`config.mk`:
```
export PLATFORM = sky130hd
export DESIGN_NAME = b_adder_lanes_flat
export DESIGN_NICKNAME = d
export VERILOG_FILES = /design/src/rtl/b_adder_lanes_if.sv /design/src/rtl/b_adder_lanes.sv /design/src/flat_wrapper.sv
export SDC_FILE = /design/constraint.sdc
export NUM_CORES = 1
export LEC_CHECK = 0
export CELL_PAD_IN_SITES_DETAIL_PLACEMENT = 1
export CELL_PAD_IN_SITES_GLOBAL_PLACEMENT = 1
export CORE_MARGIN = 4
export CORE_UTILIZATION = 30
export DETAILED_ROUTE_END_ITERATION = 8
export PLACE_DENSITY_LB_ADDON = 0.1
export SYNTH_ARGS = -nofsm -noshare
export SYNTH_HDL_FRONTEND = slang
export SYNTH_SLANG_ARGS = --single-unit
```
`constraint.sdc`:
```
create_clock -name clk_in -period 4.1 [get_ports clk_in]
set_clock_uncertainty 0.1 [all_clocks]
set_input_delay 0.615 -clock clk_in [delete_from_list [all_inputs] [get_ports clk_in]]
set_output_delay 0.615 -clock clk_in [all_outputs]
set_load 0.01 [all_outputs]
```
`src/rtl/b_adder_lanes_if.sv`:
```
// Stream bundle for b_adder_lanes: product, error and key inputs, result output, status.
interface b_adder_lanes_if #(
  parameter int LANES  = 2,
  parameter int COEF_W = 18,
  parameter int IDX_W  = 10
);
  logic                             mode_in;
  logic                             poly_valid;
  logic [LANES:0][COEF_W-1:0]       poly_in;
  logic [IDX_W-1:0]                 poly_idx;
  logic                             poly_ready;
  logic                             e_valid;
  logic [LANES-1:0][COEF_W-1:0]     e_in;
  logic [IDX_W-1:0]                 e_idx;
  logic                             e_ready;
  logic                             b_valid;
  logic [LANES-1:0][COEF_W-1:0]     b_in;
  logic                             b_ready;
  logic                             sum_valid;
  logic [LANES-1:0][COEF_W-1:0]     sum;
  logic [IDX_W-1:0]                 sum_idx;
  logic                             sum_ready;
  logic                             poly_done;
  logic                             idx_err;

  modport master (
    output mode_in, poly_valid, poly_in, poly_idx, e_valid, e_in, e_idx, b_valid, b_in, sum_ready,
    input  poly_ready, e_ready, b_ready, sum_valid, sum, sum_idx, poly_done, idx_err
  );

  modport slave (
    input  mode_in, poly_valid, poly_in, poly_idx, e_valid, e_in, e_idx, b_valid, b_in, sum_ready,
    output poly_ready, e_ready, b_ready, sum_valid, sum, sum_idx, poly_done, idx_err
  );
endinterface

```
`src/rtl/b_adder_lanes.sv`:
```
// B-combiner: b +/- poly (+e) per beat with overlap carry into lane 0 of the next beat.
// Define NEGWRAP_EN to fold the final overlap lane back into beat 0 (X^N+1 wrap).
module b_adder_lane #(
  parameter int COEF_W = 18
) (
  input  logic              sub,
  input  logic [COEF_W-1:0] b,
  input  logic [COEF_W-1:0] p,
  input  logic [COEF_W-1:0] e,
  input  logic [COEF_W-1:0] c,
  output logic [COEF_W-1:0] r
);
  assign r = sub ? (b - p - c) : (b + p + e + c);
endmodule

module b_adder_lanes #(
  parameter int LANES  = 2,
  parameter int COEF_W = 18,
  parameter int DEPTH  = 100,
  parameter int IDX_W  = 10
) (
  input logic            clk_in,
  input logic            rst_n_in,
  b_adder_lanes_if.slave bus
);
  typedef logic [LANES-1:0][COEF_W-1:0] lanes_t;
  typedef enum logic [1:0] {IDLE, RUN, FLUSH} state_t;
  typedef struct packed {
    lanes_t           lanes;
    logic [IDX_W-1:0] idx;
    logic             last;
  } out_t;

  localparam logic [IDX_W-1:0] LAST    = IDX_W'(DEPTH - 1);
  localparam logic [IDX_W-1:0] DEPTH_I = IDX_W'(DEPTH);

  state_t            state;
  logic [IDX_W-1:0]  exp_idx;
  logic [COEF_W-1:0] carry;
  logic              mode_r;
  out_t              out_r;
  logic              sum_valid_r;
  logic              idx_err_r;

  logic              slot_free, join_ok, drain, idx_mis, first, is_last, cur_sub;
  logic [COEF_W-1:0] c_in;
  lanes_t            res;

  assign slot_free = !sum_valid_r || bus.sum_ready;
  assign first     = (state == IDLE);
  assign is_last   = (bus.poly_idx == LAST);
  // A fresh polynomial uses the live mode bit; later beats use the latched one.
  assign cur_sub   = first ? bus.mode_in : mode_r;
  assign c_in      = first ? '0 : carry;

  assign join_ok = rst_n_in && bus.poly_valid && bus.e_valid && bus.b_valid &&
                   (bus.poly_idx == bus.e_idx) && (bus.poly_idx == exp_idx) &&
                   slot_free && (state != FLUSH);
  assign drain   = rst_n_in && bus.poly_valid && (bus.poly_idx >= DEPTH_I) && slot_free;
  assign idx_mis = bus.poly_valid && bus.e_valid && (bus.poly_idx == bus.e_idx) &&
                   (bus.poly_idx < DEPTH_I) && (bus.poly_idx != exp_idx);

  for (genvar k = 0; k < LANES; k++) begin : g_lane
    b_adder_lane #(.COEF_W(COEF_W)) u_lane (
      .sub (cur_sub),
      .b   (bus.b_in[k]),
      .p   (bus.poly_in[k]),
      .e   (bus.e_in[k]),
      .c   ((k == 0) ? c_in : '0),
      .r   (res[k])
    );
  end

`ifdef NEGWRAP_EN
  lanes_t hold, hold_adj;

  // carry holds the overlap of beat DEPTH-1 while flushing.
  always_comb begin
    hold_adj    = hold;
    hold_adj[0] = mode_r ? (hold[0] + carry) : (hold[0] - carry);
  end
`endif

  always_ff @(posedge clk_in or negedge rst_n_in) begin
    if (!rst_n_in) begin
      state       <= IDLE;
      exp_idx     <= '0;
      carry       <= '0;
      mode_r      <= 1'b0;
      out_r       <= '0;
      sum_valid_r <= 1'b0;
      idx_err_r   <= 1'b0;
`ifdef NEGWRAP_EN
      hold        <= '0;
`endif
    end else begin
      if (sum_valid_r && bus.sum_ready) sum_valid_r <= 1'b0;
      if (idx_mis) idx_err_r <= 1'b1;

      if (join_ok) begin
        carry <= bus.poly_in[LANES];
        if (first) mode_r <= bus.mode_in;
        if (is_last) begin
          exp_idx <= '0;
`ifdef NEGWRAP_EN
          state   <= FLUSH;
`else
          state   <= IDLE;
`endif
        end else begin
          exp_idx <= exp_idx + IDX_W'(1);
          state   <= RUN;
        end
`ifdef NEGWRAP_EN
        if (first) begin
          hold <= res;
        end else begin
          out_r       <= '{lanes: res, idx: bus.poly_idx, last: 1'b0};
          sum_valid_r <= 1'b1;
        end
`else
        out_r       <= '{lanes: res, idx: bus.poly_idx, last: is_last};
        sum_valid_r <= 1'b1;
`endif
      end

`ifdef NEGWRAP_EN
      if (state == FLUSH && slot_free) begin
        out_r       <= '{lanes: hold_adj, idx: '0, last: 1'b1};
        sum_valid_r <= 1'b1;
        state       <= IDLE;
      end
`endif
    end
  end

  assign bus.poly_ready = join_ok || drain;
  assign bus.e_ready    = join_ok;
  assign bus.b_ready    = join_ok;
  assign bus.sum_valid  = sum_valid_r;
  assign bus.sum        = out_r.lanes;
  assign bus.sum_idx    = out_r.idx;
  assign bus.poly_done  = sum_valid_r && bus.sum_ready && out_r.last;
  assign bus.idx_err    = idx_err_r;
endmodule

```
`src/flat_wrapper.sv`:
```
// flat-port wrapper written by rule: the top's interface ports become plain ports
module b_adder_lanes_flat 
#(
  parameter int LANES  = 2,
  parameter int COEF_W = 18,
  parameter int DEPTH  = 100,
  parameter int IDX_W  = 10
)
  (clk_in, rst_n_in, bus_mode_in, bus_poly_valid, bus_poly_in, bus_poly_idx, bus_e_valid, bus_e_in, bus_e_idx, bus_b_valid, bus_b_in, bus_sum_ready, bus_poly_ready, bus_e_ready, bus_b_ready, bus_sum_valid, bus_sum, bus_sum_idx, bus_poly_done, bus_idx_err);
  b_adder_lanes_if #(.LANES(LANES), .COEF_W(COEF_W), .IDX_W(IDX_W)) bus_i ();
  input logic clk_in;
  input logic rst_n_in;
  input wire logic [$bits(bus_i.mode_in)-1:0] bus_mode_in;
  input wire logic [$bits(bus_i.poly_valid)-1:0] bus_poly_valid;
  input wire logic [$bits(bus_i.poly_in)-1:0] bus_poly_in;
  input wire logic [$bits(bus_i.poly_idx)-1:0] bus_poly_idx;
  input wire logic [$bits(bus_i.e_valid)-1:0] bus_e_valid;
  input wire logic [$bits(bus_i.e_in)-1:0] bus_e_in;
  input wire logic [$bits(bus_i.e_idx)-1:0] bus_e_idx;
  input wire logic [$bits(bus_i.b_valid)-1:0] bus_b_valid;
  input wire logic [$bits(bus_i.b_in)-1:0] bus_b_in;
  input wire logic [$bits(bus_i.sum_ready)-1:0] bus_sum_ready;
  output wire logic [$bits(bus_i.poly_ready)-1:0] bus_poly_ready;
  output wire logic [$bits(bus_i.e_ready)-1:0] bus_e_ready;
  output wire logic [$bits(bus_i.b_ready)-1:0] bus_b_ready;
  output wire logic [$bits(bus_i.sum_valid)-1:0] bus_sum_valid;
  output wire logic [$bits(bus_i.sum)-1:0] bus_sum;
  output wire logic [$bits(bus_i.sum_idx)-1:0] bus_sum_idx;
  output wire logic [$bits(bus_i.poly_done)-1:0] bus_poly_done;
  output wire logic [$bits(bus_i.idx_err)-1:0] bus_idx_err;
  assign bus_i.mode_in = bus_mode_in;
  assign bus_i.poly_valid = bus_poly_valid;
  assign bus_i.poly_in = bus_poly_in;
  assign bus_i.poly_idx = bus_poly_idx;
  assign bus_i.e_valid = bus_e_valid;
  assign bus_i.e_in = bus_e_in;
  assign bus_i.e_idx = bus_e_idx;
  assign bus_i.b_valid = bus_b_valid;
  assign bus_i.b_in = bus_b_in;
  assign bus_i.sum_ready = bus_sum_ready;
  assign bus_poly_ready = bus_i.poly_ready;
  assign bus_e_ready = bus_i.e_ready;
  assign bus_b_ready = bus_i.b_ready;
  assign bus_sum_valid = bus_i.sum_valid;
  assign bus_sum = bus_i.sum;
  assign bus_sum_idx = bus_i.sum_idx;
  assign bus_poly_done = bus_i.poly_done;
  assign bus_idx_err = bus_i.idx_err;
  b_adder_lanes #(.LANES(LANES), .COEF_W(COEF_W), .DEPTH(DEPTH), .IDX_W(IDX_W)) u_core (.clk_in(clk_in), .rst_n_in(rst_n_in), .bus(bus_i));
endmodule
```
; ---- Yosys cells after proc, flatten, opt, wreduce, memory -nomap -nowiden
; Cells that the tools add are included.
[totals]
ff_bits = 80
[op_classes]
add_sub_neg = 9
n_lt_le_gt_ge = 2
n_eq_ne = 5
n_mux = 8
reduce_logical = 20
[ops]
columns = op, count
row1 = 18-bit adder, 5
row2 = 18-bit two-way mux, 3
row3 = 18-bit subtractor, 3
row4 = 10-bit equality test, 2
row5 = 1-bit logical AND, 15
row6 = "10-bit by 1-bit adder with 10-bit output, second input constant", 1
row7 = "10-bit by 7-bit equality test with 1-bit output, second input constant", 1
row8 = "10-bit by 7-bit >= comparator with 1-bit output, second input constant", 1
row9 = "10-bit by 7-bit less-than comparator with 1-bit output, second input constant", 1
row10 = 10-bit two-way mux, 1
row11 = 10-bit != test, 1
row12 = 1-bit two-way mux, 4
row13 = 2-bit zero test, 1
row14 = 1-bit logical OR, 2
row15 = "2-bit != test, second input constant", 1
row16 = 2-bit nonzero test, 1
row17 = 1-bit zero test, 1

; ---- Longest topological paths before layout
[depth]
depth_word = 8
ltp_mapped = 15
ltp_nobuf = 15

; ---- By module
; Synthesis repeated with hierarchy kept, for this count alone.
[unflattened]
cells_unflattened = 1203
hier_area_um2 = 10764.1
[modules_own_cells]
columns = mod, n_inst, cells_each, area_per_inst_um2
row1 = b_adder_lanes, 1, 326, 3975.1
row2 = b_adder_lane (u_core.g_lane[0].u_lane), 1, 444, 3422.0
row3 = b_adder_lane (u_core.g_lane[1].u_lane), 1, 433, 3367.0

; ---- Worst setup path after synthesis
; OpenSTA, ideal clock, no wires.
[synth_path]
kind = input -> register
from = input port bus_b_in[1]
to = register u_core.out_r, in the netlist u_core.bus.sum[17]
setup_ps = 131
arrival_time_ps = 3752
t_required_ps = 3869
setup_slack_ps = 117
stages = 15
path_cell_list = inv_1 > fa_1 > fa_1 > inv_1 > ha_1 > inv_1 > fa_1 > nand2b_1 > a21oi_1 > o2111ai_1 > a31oi_1 > nor4_1 > a2111oi_0 > a22o_1 > o21ai_1
[synth_between]
elab_chain_len = 4
[synth_lines]
columns = item, line_no
row1 = "start, declared", flat_wrapper.sv:21  ; input wire logic [$bits(bus_i.b_in)-1:0] bus_b_in;
row2 = 18-bit adder (3 in series), b_adder_lanes.sv:13  ; assign r = sub ? (b - p - c) : (b + p + e + c);
row3 = 18-bit two-way mux (*), b_adder_lanes.sv:13
row4 = "end signal, assigned", b_adder_lanes.sv:122  ; out_r <= '{lanes: res, idx: bus.poly_idx, last: is_last};
row5 = "end, declared", b_adder_lanes.sv:41  ; out_t out_r;
; Mark *: on every way between the ends. The rest lies on a longest branch, timed or not.
; A chain may end at the register's enable or synchronous reset.

; ---- Final worst setup path
[layout_path]
from = input port bus_e_in[1]
to = register u_core.out_r, in the netlist u_core.bus.sum[17]
[layout_between]
elab_chain_len = 3
[layout_lines]
columns = item, line_no
row1 = "start, declared", flat_wrapper.sv:18  ; input wire logic [$bits(bus_i.e_in)-1:0] bus_e_in;
row2 = 18-bit adder (2 in series), b_adder_lanes.sv:13
row3 = 18-bit two-way mux, b_adder_lanes.sv:13
; No other way between the ends.

==> impl_table.tex <==
\begin{tabular}{lr}
\hline
Metric & Value \\
\hline
\multicolumn{2}{l}{\textbf{Critical path}} \\
\quad Capture instance of the worst register-to-register path & u\_core.bus.sum[16]\$\_DFFE\_PN0P\_ \\
\quad Most common cell type on the critical path & inv\_1 \\
\quad Launch instance of the worst register-to-register path & u\_core.state[0]\$\_DFFE\_PN0P\_ \\
\quad Crit-path max FO & 2 \\
\quad Data required time of the critical path & 4230 ps \\
\quad Number of cells on the worst reg-to-reg path & 13 \\
\quad Worst path arrival time & 4110 ps \\
\quad Worst Setup Start Kind & input port \\
\quad Worst Path Buf+Inv & 4 \\
\quad Flop2flop setup slack & between 300 and 400 ps \\
\quad Cell type group with the largest total delay on the critical path & adder cells \\
\quad Max stage delay on crit path & 530 ps \\
\quad Highest-delay cell along the critical path & fa\_1 \\
\quad Cell Chain, Critical Path & clkdlybuf4s50\_1 -> inv\_1 -> fa\_1 -> fa\_1 -> inv\_1 -> ha\_2 -> inv\_1 -> fa\_2 -> nand2b\_4 -> a21oi\_4 -> o2111ai\_4 -> a31oi\_4 -> nor4\_1 -> a2111oi\_1 -> a22o\_1 -> o21ai\_1 \\
\quad Critical Setup Path Class & in2reg \\
\quad Worst Setup End Kind & flop \\
\multicolumn{2}{l}{\textbf{Route}} \\
\quad Number of vias per cell & 4.73 \\
\quad Post-detailed-route count of antenna-violating nets & 0 \\
\quad Routed wire length & around 28 mm \\
\quad Violation count after the first detailed-route iteration & around 170 \\
\quad Detailed-route wire length per cell & $\sim$17 µm \\
\quad Drt first pass iters & 4 \\
\quad Routed vias & 7911 \\
\quad Number of design rule violations left after detail routing & 0 \\
\multicolumn{2}{l}{\textbf{Power}} \\
\quad Power Density & roughly 280 nW/µm² \\
\quad Power spent charging and discharging nets & between 0.001 and 0.0015 W \\
\quad Internal power component & a little over 0.002 W \\
\quad Max IR drop VDD & 0.181 mV \\
\quad Share of total power in sequential cells & about a quarter \\
\quad Leakage power & 5.48 nW \\
\quad Switch share & a little under two fifths \\
\quad Clock share of power & 27.0\% \\
\quad Power consumption & 0.00328 W \\
\quad Share of power burned in combinational logic & 49.2\% \\
\multicolumn{2}{l}{\textbf{STA}} \\
\quad Min Clock Period, post-route & 3980 ps \\
\quad Worst Tran Pin Value & 741 ps \\
\quad F\_max & between 200 and 300 MHz \\
\quad Share of the clock period used by the worst path after layout & around 97\% \\
\quad Max-slew violation total from the final report & 0 \\
\quad PnR worst setup slack & 120 ps \\
\quad Count of final hold-check violations & 0 \\
\quad Setup-violating endpoint count in the final report & 0 \\
\quad Slew Limit Headroom & roughly half \\
\multicolumn{2}{l}{\textbf{Synthesis}} \\
\quad Synth Flop Type & dfrtp\_1 \\
\quad Post-synth ARST share & 100\% \\
\quad Sequential share of the synthesized area & 22.2\% \\
\quad Number of warnings reported in the yosys synthesis log & 0 \\
\quad EDFF count, synth & 0 \\
\quad Number of unique standard cell types used by synthesis & 61 \\
\quad Synthesis-stage register bit count & 79 \\
\quad Synthesized area divided by synthesized cell count & 8.29 µm² \\
\quad Number of standard cells after synthesis & 1072 \\
\quad Netlist Area Pre-Place & 8890 µm² \\
\quad Total nets after synthesis & around 1400 \\
\multicolumn{2}{l}{\textbf{Clock tree}} \\
\quad TritonCTS clock tree & built \\
\quad Root buf cell & clkbuf\_16 \\
\quad Register clock-pin slew on the reported worst setup and hold paths & roughly 80 ps \\
\quad Clock latency of the later-clocked register in the worst-skew pair & 360 ps \\
\quad Count of clock tree sinks & 79 \\
\quad Buffer depth of the longest clock path & 2 \\
\quad Number of buffers created by CTS & 9 \\
\quad Deepest level of the CTS H-tree & 3 \\
\multicolumn{2}{l}{\textbf{Placement}} \\
\quad Half-perimeter wire length after detailed placement & 22.9 mm \\
\quad Number of I/O port buffers & 204 \\
\quad Final Wtd Congestion & approximately 0.77 \\
\quad Placement-stage worst setup slack & -584 ps \\
\multicolumn{2}{l}{\textbf{Finish}} \\
\quad Total area of sequential cells & slightly below 2000 µm² \\
\quad Most common cell after layout, fill and taps aside & clkdlybuf4s50\_1 \\
\quad Multi-input logic area & 6090 µm² \\
\quad Layout filler cell count & about 3400 \\
\quad Most frequent cells in the layout & clkdlybuf4s50\_1, nand2\_1, inv\_1 \\
\quad Layout cell share with drive strength beyond 1 & 8.53\% \\
\quad Synth-to-layout area growth & 33.5\% \\
\quad Antenna diodes & 0 \\
\quad Final core utilization & 41.0\% \\
\quad Post-layout net count & approximately 1600 \\
\multicolumn{2}{l}{\textbf{Floorplanning}} \\
\quad Area of the die & roughly 32000 µm² \\
\quad Effective utilization at floorplan & 30.7\% \\
\quad Number of placed I/O pins & 205 \\
\quad Core region area & 28900 µm² \\
\quad Die boundary width & approximately 180 µm \\
\quad Die height & roughly 180 µm \\
\quad Standard-cell row count & 62 \\
\multicolumn{2}{l}{\textbf{Global route}} \\
\quad Total congestion overflow after global routing & 0 \\
\quad Largest net degree at the start of global routing & 60 \\
\quad Initial antenna violation count & 0 \\
\quad All-layer global routing usage & 17.5\% \\
\quad Number of global-route vias before repair & 8826 \\
\quad Global-route wire length before repair & 46.8 mm \\
\multicolumn{2}{l}{\textbf{Hold path}} \\
\quad Worst hold-check path type & in2async \\
\multicolumn{2}{l}{\textbf{Run status}} \\
\quad Status & finished clean \\
\multicolumn{2}{l}{\textbf{Job}} \\
\quad Max capacitance violation total & 0 \\
\hline
\end{tabular}
-- metrics by stage --
step | hold slack (ps) | area (µm²) | cells | setup TNS, ps
after detailed placement | 350 | 11500 | 1656 | -3000
after global placement | 337 | 11500 | 1656 | -2420
after CTS | 104 | 11800 | 1673 | 0
after floorplan | 219 | 8890 | 1072 | 0
final | 101 | 11900 | 1673 | 0
after global routing | 113 | 11900 | 1673 | -162
-- layout make-up --
class                   count  area share [%]
clock buffers               9            1.90
well taps                 384            4.05
flip-flops and latches     79            16.7
clock inverters             7           0.717
multi-input cells         801            51.3
repair buffers            274            21.6
inverters                 119            3.76
-- registers in the layout, indices dropped and copies added, names as in the netlist --
register	flops
u_core.state	1
u_core.bus.sum_idx	10
u_core.bus.sum_valid	1
u_core.out_r	1
u_core.bus.sum	36
u_core.bus.idx_err	1
u_core.mode_r	1
u_core.exp_idx	10
u_core.carry	18
-- metal layers --
metal / part of all wire, % / track usage, % / vias up
met5: 0 / 0 / -
met4: 0.80 / 2.93 / 0
met3: 3.3 / 2.93 / 11
met2: 49 / 30.9 / 117
met1: 47 / 23.0 / 3815
li1: - / - / 3968
-- cell usage after synthesis (3+ instances only) --
cell type,count,share of area (%)
nand3_1,18,1.0
a211oi_1,12,1.0
ha_1,70,9.9
a21boi_0,3,0.25
fa_1,70,16
o31a_1,3,0.30
xnor2_1,55,5.4
o21ai_1,4,0.23
clkbuf_1,19,0.80
buf_4,47,4.0
nor2b_1,12,0.84
o21ai_0,71,4.0
buf_2,5,0.28
o21bai_1,7,0.59
nor2_1,61,2.6
o2111ai_1,3,0.30
and3_1,5,0.35
a31oi_1,14,0.99
a31o_2,3,0.30
o31ai_1,11,0.93
nand2_1,172,7.3
inv_1,119,5.0
dfrtp_1,79,22
o21a_1,8,0.68
a21o_1,20,1.7
xor2_1,23,2.3
a21oi_1,64,3.6
nand2b_1,12,0.84
nand4_1,12,0.84
or3_1,8,0.56
nor3_1,21,1.2
o211ai_1,4,0.34
-- worst max path at each step --
stage	startpoint	endpoint	slack (ps)	cells after the start
5_1_grt	bus_b_in[7]	u_core.bus.sum[17]$_DFFE_PN0P_	-130	14
2_1_floorplan	bus_b_in[1]	u_core.bus.sum[17]$_DFFE_PN0P_	120	15
6_report	bus_e_in[1]	u_core.bus.sum[17]$_DFFE_PN0P_	120	16
3_3_place_gp	bus_b_in[1]	u_core.bus.sum[17]$_DFFE_PN0P_	-540	16
4_1_cts	bus_b_in[1]	u_core.bus.sum[17]$_DFFE_PN0P_	2	16
3_5_place_dp	bus_b_in[1]	u_core.bus.sum[17]$_DFFE_PN0P_	-580	16
-- logic make-up (layout without fill, tap and decap cells) --
| family | count (synthesis) | in the layout | synth area share (%) |
|---|---|---|---|
| DFF | 79 | 79 | 22.2 |
| buffers and inverters | 192 | 409 | 10.2 |
| AOI/OAI and AO/OA | 242 | 242 | 16.8 |
| muxes | 3 | 3 | 0.352 |
| adders and majority gates | 140 | 140 | 25.6 |
| and+or+nand+nor | 338 | 338 | 17.1 |
| xor gates and xnor gates | 78 | 78 | 7.69 |
-- worst reg2reg max path, cell delays in order, from the launching register on --
cell and delay (ps):
dfrtp_2 540, buf_4 190, nand2_1 110, fa_1 460, ha_1 310, o21ai_0 160, a21oi_1 90, o21ai_0 400
o31ai_1 140, buf_4 160, o21a_1 190, o41ai_1 400, xor2_1 280, o21ai_0 110
-- power groups by stage --
stage	clock (W)	sequential (W)	combinational, W
floorplan	0	0.000794	0.000972
finish	0.000886	0.000779	0.00161
global route	0.000948	0.000778	0.00183
detailed placement	0	0.000794	0.00158
global placement	0	0.000794	0.00157
CTS	0.000924	0.000778	0.00161
-- repair_timing --
item | 4_1_cts | 5_1_grt
endpoints found under the setup margin | 3 | 6
resized for setup | 9 | 12
setup buffers | 1 | 0
hold buffers | 0 | 0
hold endpoints to repair | 0 | 0
gates cloned | 0 | 0
pin swaps | 9 | 6
No activity file was read; power rests on OpenSTA's default activity.
